--- src/rtl/rvh_pmp_check_arb.sv ---
// rvh_pmp_check_arb: request front-end for the PMP permission checker.
//
// Two requesters (IFU fetch, LSU load/store) share the checker's single
// combinational check port through a round-robin arbiter. The checker's fail
// result is captured into a one-entry response buffer per source. Grants are
// blocked while a pmpcfg/pmpaddr CSR write is settling.
//
// Ports:
//   clk, rst                  clock, synchronous active-high reset
//   ifu_req_*                 IFU check request (vld/rdy, paddr, tag)
//   lsu_req_*                 LSU check request (vld/rdy, paddr, access type, tag)
//   csr_set_vld_i             any PMP cfg/addr CSR write strobe
//   pmp_check_*_o             check port to the checker (vld, paddr, type)
//   pmp_check_fail_i          same-cycle fail result from the checker
//   ifu_resp_*, lsu_resp_*    per-source response (vld/rdy, tag, fault)
module rvh_pmp_check_arb #(
  parameter int unsigned PADDR_WIDTH = 56,
  parameter int unsigned TAG_WIDTH   = 4
) (
  input  logic                   clk,
  input  logic                   rst,
  input  logic                   ifu_req_vld_i,
  output logic                   ifu_req_rdy_o,
  input  logic [PADDR_WIDTH-1:0] ifu_req_paddr_i,
  input  logic [TAG_WIDTH-1:0]   ifu_req_tag_i,
  input  logic                   lsu_req_vld_i,
  output logic                   lsu_req_rdy_o,
  input  logic [PADDR_WIDTH-1:0] lsu_req_paddr_i,
  input  logic [1:0]             lsu_req_access_type_i,
  input  logic [TAG_WIDTH-1:0]   lsu_req_tag_i,
  input  logic                   csr_set_vld_i,
  output logic                   pmp_check_vld_o,
  output logic [PADDR_WIDTH-1:0] pmp_check_paddr_o,
  output logic [1:0]             pmp_check_access_type_o,
  input  logic                   pmp_check_fail_i,
  output logic                   ifu_resp_vld_o,
  input  logic                   ifu_resp_rdy_i,
  output logic [TAG_WIDTH-1:0]   ifu_resp_tag_o,
  output logic                   ifu_resp_fault_o,
  output logic                   lsu_resp_vld_o,
  input  logic                   lsu_resp_rdy_i,
  output logic [TAG_WIDTH-1:0]   lsu_resp_tag_o,
  output logic                   lsu_resp_fault_o
);

  localparam logic [1:0] AccExec = 2'd2;

  // rr_q = 0: IFU wins a tie; rr_q = 1: LSU wins a tie.
  logic                 rr_q, rr_d;
  logic                 stall_q, stall_d;
  logic                 ifu_resp_vld_q, ifu_resp_vld_d;
  logic [TAG_WIDTH-1:0] ifu_resp_tag_q, ifu_resp_tag_d;
  logic                 ifu_resp_fault_q, ifu_resp_fault_d;
  logic                 lsu_resp_vld_q, lsu_resp_vld_d;
  logic [TAG_WIDTH-1:0] lsu_resp_tag_q, lsu_resp_tag_d;
  logic                 lsu_resp_fault_q, lsu_resp_fault_d;

  logic block;
  logic ifu_free, lsu_free;
  logic ifu_elig, lsu_elig;
  logic ifu_gnt, lsu_gnt;

  always_comb begin
    // The set cycle and the cycle after it are blocked so the checker sees a
    // settled config. Reset also blocks so nothing is checked while clearing.
    block    = rst | csr_set_vld_i | stall_q;
    ifu_free = ~ifu_resp_vld_q | ifu_resp_rdy_i;
    lsu_free = ~lsu_resp_vld_q | lsu_resp_rdy_i;
    ifu_elig = ifu_req_vld_i & ifu_free & ~block;
    lsu_elig = lsu_req_vld_i & lsu_free & ~block;
    ifu_gnt  = ifu_elig & (~lsu_elig | ~rr_q);
    lsu_gnt  = lsu_elig & (~ifu_elig | rr_q);
  end

  always_comb begin
    ifu_req_rdy_o           = ifu_gnt;
    lsu_req_rdy_o           = lsu_gnt;
    pmp_check_vld_o         = ifu_gnt | lsu_gnt;
    pmp_check_paddr_o       = '0;
    pmp_check_access_type_o = 2'd0;
    if (ifu_gnt) begin
      pmp_check_paddr_o       = ifu_req_paddr_i;
      pmp_check_access_type_o = AccExec;
    end else if (lsu_gnt) begin
      pmp_check_paddr_o       = lsu_req_paddr_i;
      pmp_check_access_type_o = lsu_req_access_type_i;
    end
  end

  always_comb begin
    stall_d = csr_set_vld_i;

    rr_d = rr_q;
    if (ifu_gnt) begin
      rr_d = 1'b1;
    end else if (lsu_gnt) begin
      rr_d = 1'b0;
    end

    // A grant refills the buffer even when it drains in the same cycle.
    ifu_resp_vld_d   = ifu_resp_vld_q;
    ifu_resp_tag_d   = ifu_resp_tag_q;
    ifu_resp_fault_d = ifu_resp_fault_q;
    if (ifu_gnt) begin
      ifu_resp_vld_d   = 1'b1;
      ifu_resp_tag_d   = ifu_req_tag_i;
      ifu_resp_fault_d = pmp_check_fail_i;
    end else if (ifu_resp_rdy_i) begin
      ifu_resp_vld_d = 1'b0;
    end

    lsu_resp_vld_d   = lsu_resp_vld_q;
    lsu_resp_tag_d   = lsu_resp_tag_q;
    lsu_resp_fault_d = lsu_resp_fault_q;
    if (lsu_gnt) begin
      lsu_resp_vld_d   = 1'b1;
      lsu_resp_tag_d   = lsu_req_tag_i;
      // Access types 2 and 3 are illegal for the LSU: always fault.
      lsu_resp_fault_d = pmp_check_fail_i | lsu_req_access_type_i[1];
    end else if (lsu_resp_rdy_i) begin
      lsu_resp_vld_d = 1'b0;
    end
  end

  always_ff @(posedge clk) begin
    if (rst) begin
      rr_q             <= 1'b0;
      stall_q          <= 1'b0;
      ifu_resp_vld_q   <= 1'b0;
      ifu_resp_tag_q   <= '0;
      ifu_resp_fault_q <= 1'b0;
      lsu_resp_vld_q   <= 1'b0;
      lsu_resp_tag_q   <= '0;
      lsu_resp_fault_q <= 1'b0;
    end else begin
      rr_q             <= rr_d;
      stall_q          <= stall_d;
      ifu_resp_vld_q   <= ifu_resp_vld_d;
      ifu_resp_tag_q   <= ifu_resp_tag_d;
      ifu_resp_fault_q <= ifu_resp_fault_d;
      lsu_resp_vld_q   <= lsu_resp_vld_d;
      lsu_resp_tag_q   <= lsu_resp_tag_d;
      lsu_resp_fault_q <= lsu_resp_fault_d;
    end
  end

  assign ifu_resp_vld_o   = ifu_resp_vld_q;
  assign ifu_resp_tag_o   = ifu_resp_tag_q;
  assign ifu_resp_fault_o = ifu_resp_fault_q;
  assign lsu_resp_vld_o   = lsu_resp_vld_q;
  assign lsu_resp_tag_o   = lsu_resp_tag_q;
  assign lsu_resp_fault_o = lsu_resp_fault_q;

endmodule

--- config.mk ---
export PLATFORM = sky130hd
export DESIGN_NAME = rvh_pmp_check_arb
export DESIGN_NICKNAME = d
export VERILOG_FILES = /design/src/rtl/rvh_pmp_check_arb.sv
export SDC_FILE = /design/constraint.sdc
export NUM_CORES = 1
export LEC_CHECK = 0
export ABC_AREA = 0
export BUFFER_PORTS_ARGS = -buffer_cell sky130_fd_sc_hd__buf_4
export CORE_AREA = 2 2 79 81
export DETAILED_ROUTE_END_ITERATION = 16
export DIE_AREA = 0 0 81 83
export PLACE_DENSITY = 0.75
export REMOVE_ABC_BUFFERS = 1
export SYNTH_ARGS = -nofsm -noshare
export SYNTH_HDL_FRONTEND = slang
export SYNTH_SLANG_ARGS = --single-unit
--- constraint.sdc ---
create_clock -name clk -period 2.5 [get_ports clk]
set_input_delay 0.5 -clock clk [delete_from_list [all_inputs] [get_ports clk]]
set_output_delay 0.5 -clock clk [all_outputs]
set_load 0.005 [all_outputs]
==> out/results.txt <==
Hold-fix buffers, CTS = 0
Minimum clock period = 2.47 ns
CP arrival = 1.97 ns
Period utilization = 98.7%
CP Cell Sequence = nor2b_2 > buf_6 > a311oi_4 > buf_4 > buf_12 > a22oi_1 > nor2_1 > buf_4
Final hold vios = 0
# nets final = 540
Hold-critical path depth = 2
Drt pass-1 iters = 6
FILL cells = 568
Largest area contributor in the netlist = a22oi_1
HP Start = ifu_resp_tag_o[3]$_SDFFE_PP0P_
Yosys warning count = 0
Total GRT Usage = 22.1%
Pwr Total = 870 µW
Sequential share of the synthesized area = 18.4%
Routed len/inst = 17.0 µm
Top cells by area, synth = a22oi_1 (19%), dfxtp_1 (18%), a22oi_2 (16%)
I/O pin count = 203
Reg-to-reg setup timing slack = 0.95 ns
Met3 routed WL = 868 µm
Slew Limit Headroom = 67.1%
WL met2 = 4020 µm
Clock sinks = 14
Clock slew at reported path FFs = 0.05 ns
Crit path capture type = output pin
Post-synth top cells = nor2_1 (59), a22oi_1 (38), a22oi_2 (19), dfxtp_1 (14), nand3_1 (14)
Starting Density = 26.2%
Hold_ws = 0.476 ns
Fmax = 0.405 GHz
Port buffer count = 202
CTS root buffer = clkbuf_8
Status = finished clean
Share of layout cells above drive strength 1 = 60.8%
Num rows = 28
First-pass GRT wire length = 11800 µm
Synth Flop Type = dfxtp_1
Critical Path Max Stage Delay = 0.34 ns
Top sig layer = met4
Die X = 81 µm
# diodes = 0
Reg2reg path depth = 5
Iter 0 DRT Violations = 186
Antenna violations before repair = 0
Worst Setup Slack, final = 0.0331 ns
MaxCap Viol Count = 0
Gr ovfl total = 0
Post-Syn Instances = 210
Leakage = 1.57 nW
Yosys top cell area share = 18.8%
Async SR Flop Fraction = 0%
Clk buf depth = 2
WHS Endpoint = ifu_resp_tag_o[3]$_SDFFE_PP0P_
Skew final = 0.00221 ns
Worst r2r dst = ifu_resp_fault_o$_SDFFE_PP0P_
Final setup viols = 0
Final WL = 8220 µm
Crit Path Category = register to output pin
Crit-path slowest cell = a311oi_4
Crit path top cell by count = buf_4
Antenna Nets Post-Route = 0
Pin count of the biggest net entering global routing = 40
Vias per std cell = 5.09
Pre-CTS setup slack = 0.0261 ns
Pwr Density = 271 nW/µm²
Die area = 6720 µm²
DP Wirelength = 6490 µm
Total CTS buffers = 3
Worst r2r src = stall_q$_SDFF_PP0_
EDFF count, synth = 0
Crit path launch = ifu_resp_vld_o$_SDFFE_PP0P_
Count leader, synth = nor2_1
Vias in the first global route = 2323
Area Overhead vs Synth = 111%
CP delay by family, top = buffers and inverters
Post-route DRC = 0
Synth unique cells = 26
H-tree depth = 1
Via count = 2458
Required @ worst endpoint = 2.00 ns
Maximum vdd drop = 0.237 mV
Fin util = 55.2%
Core Area = 5820 µm²
Syn Area/Cell = 7.25 µm²
Worst Path Max Fanout = 8
Startpoint types = register
Post-Syn Area = 1520 µm²
Post-synthesis register bit count = 14
RePlAce Congestion = 0.804
CP Buf/Inv Count = 4
Clock insertion delay at the later pin of the skew report = 0.24 ns
HP Class = register to register
Slew @ Worst Pin = 0.489 ns
CTS tree = done
Met1 wire length = 3230 µm
Die Ht = 83 µm
Slew Viols, Final = 0
[state kept, by name, summed over array words and instances, names as in the netlist]
signal / flops
stall_q: 1
lsu_resp_vld_o: 1
lsu_resp_tag_o: 4
ifu_resp_vld_o: 1
rr_q: 1
ifu_resp_fault_o: 1
ifu_resp_tag_o: 4
lsu_resp_fault_o: 1
[cell usage in the layout (no fill, tap or decap)]
master / instances
a311oi_4: 1
nor3_1: 2
nor4_1: 1
a31oi_1: 1
o21ai_0: 9
or3_2: 1
buf_4: 211
nor2b_1: 1
dfxtp_1: 13
nand2_1: 3
inv_2: 1
buf_6: 1
nand3_1: 14
nor2b_2: 1
clkbuf_16: 2
dfxtp_2: 1
nand2b_2: 1
a22oi_1: 38
and3_1: 3
clkbuf_8: 3
nand2b_1: 1
nor3_2: 1
o311a_2: 1
inv_1: 2
nor3_4: 1
a22oi_2: 19
nor2_1: 59
a21oi_1: 13
buf_12: 3
[final cells by class]
type / count / area (µm²) / area share (%)
tap: 75 / 93.8 / 2.92
sequential: 14 / 282 / 8.77
clock buffer: 3 / 41.3 / 1.29
multi-input combinational: 171 / 1080 / 33.6
timing repair buffer: 217 / 1710 / 53.1
inverter: 3 / 11.3 / 0.351
[through the flow]
| stage | area (µm²) | std cells | setup TNS, ns |
|---|---|---|---|
| 6_report | 3210 | 483 | 0 |
| 4_1_cts | 3140 | 479 | 0 |
| 3_5_place_dp | 3100 | 476 | 0 |
| 3_3_place_gp | 3100 | 476 | 0 |
| 5_1_grt | 3210 | 483 | -0.00953 |
| 2_1_floorplan | 1350 | 188 | -81.56 |
[cell families (layout without fill, tap and decap cells)]
family,count (synthesis),count (layout),synth area share [%]
compound gates,82,82,43.7
simple gates,89,89,26.2
flops,14,14,18.4
buf+inv,25,223,11.8
[power by group]
part           leakage, nW  internal, mW  switching [mW]
Sequential           0.114         0.230         0.00469
Combinational         1.44         0.271           0.187
Clock               0.0216         0.106          0.0710
[layer usage]
layer  up-vias  global-route usage, %
met2       132                   38.5
met1      1143                   26.9
met5         -                      0
met4         0                   3.39
met3        10                   6.63
li1       1173                      -
[repair_timing]
item / in CTS / in global routing
gates resized for setup: 0 / 3
buffers inserted: 0 / 2
endpoints found under the setup margin: 0 / 1
[worst max-delay path by stage]
stage / to / slack [ns] / cells after the start
detailed placement: pmp_check_paddr_o[52] / 0.03 / 7
global route: pmp_check_paddr_o[52] / -0.01 / 8
global placement: pmp_check_paddr_o[52] / 0.08 / 7
floorplan: pmp_check_paddr_o[0] / -1.48 / 4
CTS: pmp_check_paddr_o[52] / 0.009 / 7
finish: pmp_check_paddr_o[52] / 0.03 / 8
[tightest hold or removal path, delay by kind of cell, from the launching register on]
kind / cells / cell delay [ns]
flip-flops: 1 / 0.30
AO/OA/AOI/OAI: 2 / 0.12
Power figures use the tool's default switching activity.
